### src/rtl/mem_stage_pkg.sv
// Shared widths, FSM encoding and load-op bit positions for the MEM stage.
package mem_stage_pkg;
    localparam int EXC_W    = 84;
    localparam int MS2WS_W  = 32 + EXC_W + 1;
    localparam int RF_ZIP_W = 39;

    localparam logic [1:0] ST_IDLE    = 2'd0;
    localparam logic [1:0] ST_WAIT    = 2'd1;
    localparam logic [1:0] ST_DISCARD = 2'd2;

    // Positions inside the one-hot {ld_b, ld_h, ld_w, ld_bu, ld_hu} vector
    localparam int LD_B  = 4;
    localparam int LD_H  = 3;
    localparam int LD_W  = 2;
    localparam int LD_BU = 1;
    localparam int LD_HU = 0;

    typedef struct packed {
        logic        csr_re;
        logic        rf_we;
        logic [4:0]  rf_waddr;
        logic [31:0] wdata;
    } rf_zip_t;
endpackage

### src/rtl/mem_stage_load_extend.sv
// Picks the byte/half/word addressed by addr_lo and sign- or zero-extends it.
// Purely combinational; yields zero when no load op bit is set.
module load_extend
    import mem_stage_pkg::*;
(
    input  logic [4:0]  ld_op,
    input  logic [1:0]  addr_lo,
    input  logic [31:0] rdata,
    output logic [31:0] wdata
);
    logic [7:0]  w_byte;
    logic [15:0] w_half;

    always_comb begin
        w_byte = rdata[7:0];
        case (addr_lo)
            2'd0:    w_byte = rdata[7:0];
            2'd1:    w_byte = rdata[15:8];
            2'd2:    w_byte = rdata[23:16];
            default: w_byte = rdata[31:24];
        endcase
    end

    assign w_half = addr_lo[1] ? rdata[31:16] : rdata[15:0];

    always_comb begin
        wdata = 32'h0;
        if (ld_op[LD_B])  wdata = {{24{w_byte[7]}}, w_byte};
        if (ld_op[LD_BU]) wdata = {24'h0, w_byte};
        if (ld_op[LD_H])  wdata = {{16{w_half[15]}}, w_half};
        if (ld_op[LD_HU]) wdata = {16'h0, w_half};
        if (ld_op[LD_W])  wdata = rdata;
    end
endmodule

### src/rtl/mem_stage.sv
// MEM stage: holds one instruction, waits for the data-SRAM response, aligns load data.
// Latency 1 cycle (or 1 after data_ok); a response arriving while WB stalls is buffered.
module mem_stage
    import mem_stage_pkg::*;
(
    input  logic                clk,
    input  logic                reset,
    input  logic                es2ms_valid,
    output logic                ms_allowin,
    input  logic [MS2WS_W-1:0]  es2ms_bus,
    input  logic [RF_ZIP_W-1:0] es_rf_zip,
    input  logic                es_mem_req,
    input  logic [4:0]          es_ld_op,
    input  logic                data_sram_data_ok,
    input  logic [31:0]         data_sram_rdata,
    input  logic                ws_allowin,
    output logic                ms2ws_valid,
    output logic [MS2WS_W-1:0]  ms2ws_bus,
    output logic [RF_ZIP_W-1:0] ms_rf_zip,
    output logic                ms_ld_pending,
    output logic                ms_ex,
    input  logic                wb_flush
);
    logic               r_ms_valid;
    logic [1:0]         r_state;
    logic               r_buf_valid;
    logic [31:0]        r_buf;
    logic [MS2WS_W-1:0] r_bus;
    rf_zip_t            r_rf_zip;
    logic [4:0]         r_ld_op;
    logic [1:0]         r_addr_lo;
    logic               r_need_data;

    logic               w_fire;
    logic               w_data_avail;
    logic               w_ready_go;
    logic               w_leave;
    logic               w_buf_set;
    logic [1:0]         w_state_nxt;
    logic [31:0]        w_rdata_sel;
    logic [31:0]        w_ld_wdata;
    logic [31:0]        w_final_wdata;
    rf_zip_t            w_es_zip;

    assign w_es_zip     = rf_zip_t'(es_rf_zip);
    assign w_fire       = es2ms_valid & ms_allowin;
    assign w_data_avail = r_buf_valid | ((r_state == ST_WAIT) & data_sram_data_ok);
    assign w_ready_go   = ~r_need_data | w_data_avail;
    assign ms_allowin   = (r_state != ST_DISCARD) & (~r_ms_valid | (w_ready_go & ws_allowin));
    assign ms2ws_valid  = r_ms_valid & w_ready_go & ~wb_flush;
    assign w_leave      = ms2ws_valid & ws_allowin;
    assign w_buf_set    = (r_state == ST_WAIT) & data_sram_data_ok & ~ws_allowin & ~wb_flush;

    always_comb begin
        w_state_nxt = r_state;
        case (r_state)
            ST_IDLE: begin
                if (w_fire & es_mem_req) w_state_nxt = wb_flush ? ST_DISCARD : ST_WAIT;
            end
            ST_WAIT: begin
                // Response and leave in the same cycle may overlap with a new load entering
                if (data_sram_data_ok)
                    w_state_nxt = (w_fire & es_mem_req & ~wb_flush) ? ST_WAIT : ST_IDLE;
                else if (wb_flush)
                    w_state_nxt = ST_DISCARD;
            end
            ST_DISCARD: begin
                if (data_sram_data_ok) w_state_nxt = ST_IDLE;
            end
            default: w_state_nxt = ST_IDLE;
        endcase
    end

    always_ff @(posedge clk) begin
        if (reset) begin
            r_ms_valid  <= 1'b0;
            r_state     <= ST_IDLE;
            r_buf_valid <= 1'b0;
            r_buf       <= 32'h0;
            r_bus       <= '0;
            r_rf_zip    <= '0;
            r_ld_op     <= 5'h0;
            r_addr_lo   <= 2'h0;
            r_need_data <= 1'b0;
        end else begin
            if (wb_flush)
                r_ms_valid <= 1'b0;
            else if (ms_allowin)
                r_ms_valid <= es2ms_valid;

            if (w_fire) begin
                r_bus       <= es2ms_bus;
                r_rf_zip    <= w_es_zip;
                r_ld_op     <= es_ld_op;
                r_addr_lo   <= w_es_zip.wdata[1:0];
                r_need_data <= es_mem_req;
            end

            r_state <= w_state_nxt;

            if (wb_flush || w_leave)
                r_buf_valid <= 1'b0;
            else if (w_buf_set)
                r_buf_valid <= 1'b1;

            if (w_buf_set) r_buf <= data_sram_rdata;
        end
    end

    assign w_rdata_sel = r_buf_valid ? r_buf : data_sram_rdata;

    load_extend u_load_extend (
        .ld_op   (r_ld_op),
        .addr_lo (r_addr_lo),
        .rdata   (w_rdata_sel),
        .wdata   (w_ld_wdata)
    );

    assign w_final_wdata = (|r_ld_op) ? w_ld_wdata : r_rf_zip.wdata;
    assign ms_rf_zip     = {r_rf_zip.csr_re, r_rf_zip.rf_we & r_ms_valid, r_rf_zip.rf_waddr, w_final_wdata};
    assign ms2ws_bus     = r_bus;
    // Low exc bits are {int, brk, ine, adef, sys, ertn}; bit 0 of the bus is ale
    assign ms_ex         = r_ms_valid & ((|r_bus[6:1]) | r_bus[0]);
    assign ms_ld_pending = r_ms_valid & (|r_ld_op) & r_need_data & ~w_data_avail;
endmodule

### config.mk
export PLATFORM = sky130hd
export DESIGN_NAME = mem_stage
export DESIGN_NICKNAME = d
export VERILOG_FILES = /design/src/rtl/mem_stage_pkg.sv /design/src/rtl/mem_stage_load_extend.sv /design/src/rtl/mem_stage.sv
export SDC_FILE = /design/constraint.sdc
export NUM_CORES = 1
export LEC_CHECK = 0
export CAP_MARGIN = 30
export CORE_UTILIZATION = 35
export CTS_BUF_LIST = sky130_fd_sc_hd__clkbuf_8
export DETAILED_ROUTE_END_ITERATION = 8
export GPL_TIMING_DRIVEN = 0
export PLACE_DENSITY = 0.68
export RECOVER_POWER = 100
export SLEW_MARGIN = 10
export SYNTH_ARGS = -nofsm -noshare
export SYNTH_HDL_FRONTEND = slang
export SYNTH_SLANG_ARGS = --single-unit
export TNS_END_PERCENT = 30
### constraint.sdc
create_clock -name clk -period 7.1 [get_ports clk]
set_input_delay 2.13 -clock clk [delete_from_list [all_inputs] [get_ports clk]]
set_output_delay 2.13 -clock clk [all_outputs]
set_load 0.01 [all_outputs]
Word-level counts from Yosys, hierarchy flattened --
Cells that the tools add are included.
Cells by class: $add $sub $neg 0, multiply operators 0, bitwise operators 25, shifts and indexed selects 0, divide/modulo/power cells 0, muxes and demuxes 16, order comparisons 0, equality and inequality tests 8, reduce and logical (&&, ||, !) cells 8
Operators with widths (count):
- $mux 32 | 7
- $pmux 8 s3 | 1
- $and 1x1->1 | 16
- $mux 16 | 1
- $mux 2 | 5
- $ne 2x2->1 const B | 3
- $pmux 2 s3 | 1
- $reduce_or 6->1 | 1
- $not 1->1 | 5
- $reduce_or 5->1 | 1
- $eq 2x1->1 const B | 2
- $eq 2x2->1 const B | 2
- $logic_not 2->1 | 2
- $or 1x1->1 | 4
- $reduce_or 2->1 | 2
- $ne 3x3->1 const B | 1
- $reduce_and 3->1 | 1
- $logic_or 1x1->1 | 1
- $mux 1 | 1
Storage, ports and cells: RAM bits 0, output and inout bits 160, memories kept 0, bits in latches 0, flip-flop bits (word level) 200, bits in read-only memories 0

Depth between registers and ports, before layout --
Gate-level depths: netlist of the first run.
word-level depth 13, depth in mapped cells 8, gate-level depth less buffers 4

Hierarchy --
Synthesis of the first run repeated with hierarchy kept, for this count alone.
Unflattened totals: cell total of the unflattened synthesis 1069, area, all modules 10376.2 µm²
Modules (own cells, without submodules):
- mem_stage | seq. area each 3963.8 µm², cells an instance 958, times used 1, area each 9497.9 µm²
- load_extend | seq. area each 0.0 µm², cells an instance 111, times used 1, area each 878.3 µm²

Least setup slack after synthesis of the first run --
No wires, ideal clock.
kind input -> output, start point input data_sram_rdata[31], end point output ms_rf_zip[22], slack 1.778 ns, required time 4.970 ns, arrival 3.192 ns, stages 5, path through mux4_2 > inv_1 > o311a_4 > buf_6 > a221oi_2
Between the ends: word-level cells in the longest chain between the ends 8
Ends and longest elaborated chain:
- from (decl) | RTL line mem_stage.sv:15 | input logic [31:0] data_sram_rdata,
- $mux 32 * | RTL line mem_stage.sv:110 | assign w_rdata_sel = r_buf_valid ? r_buf : data_sram_rdata;
- $pmux 8 s3 | RTL line mem_stage_load_extend.sv:16 | case (addr_lo)
- $mux 32 | RTL line mem_stage_load_extend.sv:28 | if (ld_op[LD_B]) wdata = {{24{w_byte[7]}}, w_byte};
- $mux 32 | RTL line mem_stage_load_extend.sv:29 | if (ld_op[LD_BU]) wdata = {24'h0, w_byte};
- $mux 32 * | RTL line mem_stage_load_extend.sv:30 | if (ld_op[LD_H]) wdata = {{16{w_half[15]}}, w_half};
- $mux 32 * | RTL line mem_stage_load_extend.sv:31 | if (ld_op[LD_HU]) wdata = {16'h0, w_half};
- $mux 32 * | RTL line mem_stage_load_extend.sv:32 | if (ld_op[LD_W]) wdata = rdata;
- $mux 32 * | RTL line mem_stage.sv:119 | assign w_final_wdata = (|r_ld_op) ? w_ld_wdata : r_rf_zip.wdata;
- to (decl) | RTL line mem_stage.sv:19 | output logic [RF_ZIP_W-1:0] ms_rf_zip,
Every way passes the cells marked *; elsewhere a longest branch is shown, timed or not.

Final worst setup path of the first run --
start point input data_sram_rdata[31], end point output ms_rf_zip[26]
The elaborated chain is that of the path after synthesis.

==> summary.md, run 1 <==
| Metric | Value |
|---|---|
| Status | `finished clean` |
| Critical Path Start | `data_sram_rdata[31]` |
| Post-synth top flop | `dfxtp_1` |
| # Max-Cap Violations | `0` |
| Post-synth EDFFs | `0` |
| Vias in the first global route | `8313` |
| Fillers | `2215` |
| CTS tree | `yes` |
| Shortest period the worst path allows | `6.81 ns` |
| Die X-Extent | `156 um` |
| Grt total ovfl | `0` |
| Ys async rst share | `0%` |
| Critical path required time | `4.97 ns` |
| Non-filler instance count after layout | `1760` |
| Hold WC Path Type | `flip-flop to flip-flop` |
| RSZ-0062 raised after global routing | `false` |
| Switch Pwr | `0.830 mW` |
| Worst slew pin tran | `0.929 ns` |
| Pre-CTS setup slack | `0.504 ns` |
| Hold_sp | `ms2ws_bus[101]` |
| Reg area | `around 4000 um2` |
| Total wire length | `31500 um` |
| Cell count after synthesis | `1055` |
| M1 WL | `12100 um` |
| # setup viols final | `0` |
| Final Max Slew Viols | `0` |
| Share of total power in the clock network | `28.9%` |
| Dpl cells | `approximately 1700` |
| Setup Buffers After CTS | `0` |
| CP max FO | `10` |
| Final period utilization | `96.0%` |
| DRT Pass-1 Iters | `5` |
| DIE AREA | `24300 um2` |
| Uppermost layer routed | `met4` |
| Clock Tree Root | `clkbuf_8` |
| RR Startpoint | `r_state[0]` |
| Final hold violation count | `0` |
| WL met2 | `about 16000 um` |
| Clock buffer depth | `2` |
| CP Class | `primary input to output pin` |
| Worst relative slew slack | `37.6%` |
| Initial Util | `36.1%` |
| Vias per cell | `4.95` |
| Area of the multi-input gates | `3850 um2` |
| Initial DRC count | `between 400 and 500` |
| WP data arrival | `4.68 ns` |
| Post-synth net total | `~1300` |
| Cts repair resizes | `0` |
| Seq/Total Area, Yosys | `47.9%` |
| Drt wl/cell | `between 15 and 20 um` |
| Static leakage | `around 4.9 nW` |
| Initial antenna violation count | `2` |
| Die H | `156 um` |
| Fin Setup TNS | `0 ns` |
| Number of buffers created by CTS | `17` |
| Synthesized cell area | `~8300 um2` |
| Global-route usage over all layers | `~26%` |
| Area Overhead vs Synth | `52.8%` |
| Gate power share | `about 24%` |
| Clock sink count | `198` |
| Fmax | `approximately 0.15 GHz` |
| Nets | `1632` |
| GP Congestion | `about 0.95` |
| DRC Markers | `0` |
| Cell row count | `55` |
| Total power | `between 2 and 3 mW` |
| Num ports | `360` |
| Share of cells above drive strength 1 | `5.54%` |
| Clock Latency Late Sink | `0.49 ns` |
| Max H-tree Level | `4` |
| Critical path launch point type | `primary input` |
| Synthesized flop and latch total | `198` |
| Power density cells | `204 nW/um2` |
| Via Count | `8718` |
| First-pass GRT wire length | `47000 um` |
| Largest net degree at the start of global routing | `22` |
| Ys Warns | `0` |
| Post-DRT Antenna Nets | `0` |
| Core area | `22900 um2` |
| P_int | `roughly 1.8 mW` |
| Wire length on met3 | `3050 um` |
| Port-buffer cells | `roughly 360` |
| Post-DP HPWL | `roughly 24000 um` |
| Switching Share | `32.1%` |
| Max VDD drop | `0.000119 V` |
| Skew final | `0.0309 ns` |
| CP Capture Type | `output pin` |
| Final WS setup | `0.285 ns` |
| Distinct cells, synth | `48` |
| Hold_buf cts | `0` |
| Part of the power in registers | `46.7%` |
| Clk slew on worst S/H paths | `0.11 ns` |
| Syn_area_per_cell | `approximately 8 um2` |
[metal layers]
metal,GRT usage (%),up-vias
met5,0,-
met4,6.77,0
met3,8.44,29
met2,44.9,380
met1,29.5,4024
li1,-,4285
[path summary, 6_finish.rpt]
path / end / slack [ns] / depth (start not counted)
setup / recovery: ms_rf_zip[26] / 0.29 / 7
hold / removal: ms2ws_bus[101] / 0.46 / 2
setup reg to reg: ms2ws_bus[48] / 4.47 / 7
hold reg to reg: ms2ws_bus[101] / 0.46 / 2
[state kept, by name, indices dropped and copies added (netlist names)]
register and flops:
ms2ws_bus 117, r_rf_zip 33, r_buf 32, ms_rf_zip 6, r_ld_op 5, r_state 2, r_buf_valid 1, r_ms_valid 1
r_need_data 1
[power by group through the flow]
stage	sequential [mW]	combinational, mW	clock, mW
CTS	1.21	0.667	0.761
global route	1.21	0.680	0.806
detailed placement	1.23	0.664	0
global placement	1.23	0.661	0
floorplan	1.25	0.262	0
finish	1.21	0.630	0.747
[stage by stage]
| step | area, um2 | utilization (%) | hold slack (ns) |
|---|---|---|---|
| floorplan | 8280 | - | 0.432 |
| global placement | 12300 | 53.5 | 0.438 |
| detailed placement | 12300 | 53.5 | 0.443 |
| CTS | 12700 | 55.3 | 0.460 |
| global route | 12600 | 55.2 | 0.474 |
| finish | 12600 | 55.2 | 0.457 |
[placed cells by master, fill, tap and decap left out, drive strengths merged, types with 2 or more instances in the layout]
cell type	Yosys	final
dlygate4sd3	0	160
clkdlybuf4s50	0	198
nand2b	4	4
a2111oi	2	2
dfxtp	198	198
a211oi	7	7
nor3	5	5
nor2	29	29
o21ai	9	9
mux2	3	3
a221oi	17	17
a22oi	7	7
clkbuf	53	82
a31oi	6	6
mux4	7	7
a211o	2	2
nand2	398	398
buf	38	26
mux2i	33	33
nand3b	3	3
inv	5	12
nand3	2	2
a21oi	205	205
nor4	2	2
clkinv	0	8
diode	0	2
nor2b	2	2
[logic make-up after synthesis]
family / count (synthesis) / synth area share [%]
AND/OR/NAND/NOR: 454 / 21.6
multiplexers: 43 / 6.35
buffers and inverters: 96 / 5.53
AO/OA/AOI/OAI: 264 / 18.7
flip-flops: 198 / 47.9
[critical path, stage by stage]
cell	delay, ns
clkdlybuf4s50_1	0.54
mux4_2	0.32
inv_1	0.06
o311a_4	0.40
buf_6	0.17
a211oi_1	0.42
clkdlybuf4s50_1	0.64
[Yosys cell counts (all sizes together) (2+ instances only)]
cell type / n / area share (%)
nor2b: 2 / 0.15
a21oi: 205 / 12
a31oi: 6 / 0.45
inv: 5 / 0.23
nand2: 398 / 18
nand3b: 3 / 0.27
buf: 38 / 2.9
a221oi: 17 / 2.0
a211o: 2 / 0.21
a22oi: 7 / 0.70
nand2b: 4 / 0.30
mux4: 7 / 1.9
o21ai: 9 / 0.54
nand3: 2 / 0.12
mux2: 3 / 0.45
nor3: 5 / 0.30
mux2i: 33 / 4.0
a2111oi: 2 / 0.21
nor2: 29 / 1.3
a211oi: 7 / 1.1
clkbuf: 53 / 2.4
dfxtp: 198 / 48
nor4: 2 / 0.23
[layout make-up]
cell class              instances  area share [%]
flip-flops and latches        198            31.3
multi-input cells             761            30.4
repair buffers                358            28.3
plain buffers                  91            3.35
well taps                     313            3.10
clock buffers                  17            1.85
clock inverters                15            1.40
inverters                       5           0.148
diodes                          2          0.0396
(Power assumes the default switching activity.)
==> run 2: changes to the inputs <==
--- a/config.mk
+++ b/config.mk
@@ -10,7 +10,7 @@
 export CTS_BUF_LIST = sky130_fd_sc_hd__clkbuf_8
 export DETAILED_ROUTE_END_ITERATION = 8
 export GPL_TIMING_DRIVEN = 0
-export PLACE_DENSITY = 0.68
+export PLACE_DENSITY = 0.78
 export RECOVER_POWER = 100
 export SLEW_MARGIN = 10
 export SYNTH_ARGS = -nofsm -noshare
==> run 2 against run 1 <==
Effect of this change:
- core utilization down 0.055 points
- non-clock buffer count up 1
- global-route usage down 0.57 points
- first-iteration DRC count up 10%
- fmax up 0.83%
- clock skew down 0.0071 ns
- total power down 0.48%
- sequential power about the same
- routed wire length down 2.3%
- combinational power about the same
- worst setup slack better by 0.056 ns
- cell area about the same
- largest power group unchanged
- highest routed layer unchanged
==> summary.md, run 2 (synthesis results as in run 1) <==
| Metric | Value |
|---|---|
| Post-DP HPWL | `23900 um (was 24400 um)` |
| Critical path launch point type | `primary input (unchanged)` |
| Cell row count | `55 (unchanged)` |
| Crit-path most repeated cell | `clkdlybuf4s50_1 (unchanged)` |
| Area Overhead vs Synth | `52.7% (was 52.8%)` |
| Share of cells above drive strength 1 | `5.53% (was 5.54%)` |
| Total wire length | `30800 um (was 31500 um)` |
| Status | `finished clean (unchanged)` |
| Hold_buf cts | `0 (unchanged)` |
| Non-filler instance count after layout | `1760 (unchanged)` |
| Setup Buffers After CTS | `0 (unchanged)` |
| Fmax | `0.148 GHz (was 0.147 GHz)` |
| Clock buffer depth | `2 (unchanged)` |
| WP data arrival | `4.63 ns (was 4.68 ns)` |
| Largest net degree at the start of global routing | `21 (was 22)` |
| CP Cell Sequence | `clkdlybuf4s50_1, mux4_2, inv_1, o311a_4, buf_6, a211oi_1, clkdlybuf4s50_1 (unchanged)` |
| Core area | `22900 um2 (unchanged)` |
| CP Capture Type | `output pin (unchanged)` |
| Clk slew on worst S/H paths | `0.11 ns (about the same)` |
| Worst slew pin tran | `0.712 ns (was 0.929 ns)` |
| R2R depth | `7 (unchanged)` |
| Nets | `1633 (was 1632)` |
| Static leakage | `4.89 nW (was 4.90 nW)` |
| Commonest non-fill, non-tap cells in the layout | `398 x nand2_1, 205 x a21oi_1, 198 x clkdlybuf4s50_1, 198 x dfxtp_1, 160 x dlygate4sd3_1 (unchanged)` |
| Switching Share | `31.7% (was 32.1%)` |
| Area post-placement | `12300 um2 (unchanged)` |
| Final period utilization | `95.2% (was 96.0%)` |
| DRC Markers | `0 (unchanged)` |
| Min Hold Slack | `0.456 ns (was 0.457 ns)` |
| Initial DRC count | `524 (was 475)` |
| P_int | `1.76 mW (was 1.75 mW)` |
| Wire length on met3 | `2760 um (was 3050 um)` |
| Final hold violation count | `0 (unchanged)` |
| Post-route cell area | `12600 um2 (about the same)` |
| Shortest period the worst path allows | `6.76 ns (was 6.81 ns)` |
| Port-buffer cells | `358 (unchanged)` |
| Part of the power in registers | `46.9% (was 46.7%)` |
| Clock sink count | `198 (unchanged)` |
| Die H | `156 um (unchanged)` |
| Max H-tree Level | `4 (unchanged)` |
| # Max-Cap Violations | `0 (unchanged)` |
| Switch Pwr | `0.815 mW (was 0.830 mW)` |
| Clock Latency Late Sink | `0.48 ns (was 0.49 ns)` |
| Post-DRT Antenna Nets | `0 (unchanged)` |
| Initial antenna violation count | `2 (unchanged)` |
| DIE AREA | `24300 um2 (unchanged)` |
| Via Count | `8698 (was 8718)` |
| Grt total ovfl | `0 (unchanged)` |
| RSZ-0062 raised after global routing | `false (unchanged)` |
| Max reg flops | `117 (unchanged)` |
| Worst relative slew slack | `52.1% (was 37.6%)` |
| Dpl cells | `1726 (unchanged)` |
| Fin Setup TNS | `0 ns (unchanged)` |
| Initial Util | `36.1% (unchanged)` |
| Number of buffers created by CTS | `17 (unchanged)` |
| Gate power share | `24.6% (was 24.4%)` |
| WL met2 | `15100 um (was 15800 um)` |
| Hold WC Path Type | `flip-flop to flip-flop (unchanged)` |
| Critical path required time | `4.97 ns (about the same)` |
| Uppermost layer routed | `met4 (unchanged)` |
| # setup viols final | `0 (unchanged)` |
| CP Class | `primary input to output pin (unchanged)` |
| WHS Path Cells | `2 (unchanged)` |
| Drt wl/cell | `17.5 um (was 17.9 um)` |
| CTS tree | `yes (unchanged)` |
| Critical-path top delay cell | `clkdlybuf4s50_1 (unchanged)` |
| DRT Pass-1 Iters | `7 (was 5)` |
| Global-route usage over all layers | `25.0% (was 25.5%)` |
| Die X-Extent | `156 um (unchanged)` |
| Commonest non-fill, non-tap cell in the layout | `nand2_1 (unchanged)` |
| Num ports | `360 (unchanged)` |
| CP max FO | `10 (unchanged)` |
| CP max stage delay | `0.63 ns (was 0.64 ns)` |
| GP Congestion | `0.890 (was 0.955)` |
| First-pass GRT wire length | `46100 um (was 47000 um)` |
| Skew final | `0.0238 ns (was 0.0309 ns)` |
| Vias per cell | `4.94 (was 4.95)` |
| Share of total power in the clock network | `28.5% (was 28.9%)` |
| Cts repair resizes | `0 (unchanged)` |
| Final Max Slew Viols | `0 (unchanged)` |
| Clock Tree Root | `clkbuf_8 (unchanged)` |
| Vias in the first global route | `8251 (was 8313)` |
| Max VDD drop | `0.000124 V (was 0.000119 V)` |
| M1 WL | `12000 um (was 12100 um)` |
| Power density cells | `204 nW/um2 (about the same)` |
==> run 2: cell types whose count changed in the layout (fill, tap and decap cells not counted) <==
cell        previous run  this run
clkbuf_1              65        66
clkbuf_8              17        18
clkinv_8               5         3
clkinvlp_4             0         1
diode_2                2         1
inv_6                  2         3
inv_8                  5         4
==> run 2: path summary, 6_finish.rpt <==
check | slack (ns) | to | start
worst max-delay path | 0.34 | ms_rf_zip[26] | data_sram_rdata[31]
worst min-delay path | 0.46 | ms2ws_bus[16] | ms2ws_bus[16]
worst max register to register | 4.46 | ms2ws_bus[28] | r_state[0]
worst min register to register | 0.46 | ms2ws_bus[16] | ms2ws_bus[16]
==> run 2: layer usage <==
metal / track usage [%] / vias to the layer above
li1: - / 4283
met1: 28.2 / 3994
met2: 44.0 / 373
met3: 8.00 / 48
met4: 8.54 / 0
met5: 0 / -
==> run 2: power groups by stage <==
stage                     combinational (mW)  clock [mW]  sequential (mW)
after floorplan                        0.262           0             1.25
after global placement                 0.663           0             1.23
after detailed placement               0.665           0             1.23
after CTS                              0.668       0.744             1.21
after global routing                   0.679       0.789             1.21
final                                  0.633       0.733             1.21
==> run 2: cell type report <==
cell class                 instances  area (um2)
buffer                            91         424
antenna                            1        2.50
inverter                           5        18.8
tap                              313         392
multi-input combinational        761        3850
timing repair buffer             359        3590
sequential                       198        3960
fill                            2138       10300
clock inverter                    14         150
clock buffer                      18         248
==> run 2: worst max-delay path: cells and delay by family <==
kind                   cells  cell delay (ns)
AOI/OAI and AO/OA          2             0.77
buffers and inverters      4             1.40
muxes                      1             0.33
==> run 2: stage by stage <==
stage | power (mW) | worst slack [ns] | utilization [%]
detailed placement | 1.90 | 0.482 | 53.5
CTS | 2.62 | 0.473 | 55.2
global placement | 1.89 | 0.468 | 53.5
floorplan | 1.51 | 1.78 | -
global route | 2.68 | 0.231 | 55.1
finish | 2.57 | 0.341 | 55.1
==> run 3: changes to the inputs <==
==> constraint.sdc (replaced) <==
create_clock -name clk -period 8.5 [get_ports clk]
set_input_delay 2.55 -clock clk [delete_from_list [all_inputs] [get_ports clk]]
set_output_delay 2.55 -clock clk [all_outputs]
set_load 0.01 [all_outputs]
==> results of run 3 <==
Same layout as run 2 (identical final DEF). Status: finished clean.
Main changes from that run: setup slack after placement 0.482 ns -> 1.04 ns; setup slack after layout 0.341 ns -> 0.901 ns; register-to-register setup slack 4.46 ns -> 5.86 ns; total power 2.57 mW -> 2.15 mW; worst IR drop on VDD 0.000124 V -> 0.000104 V
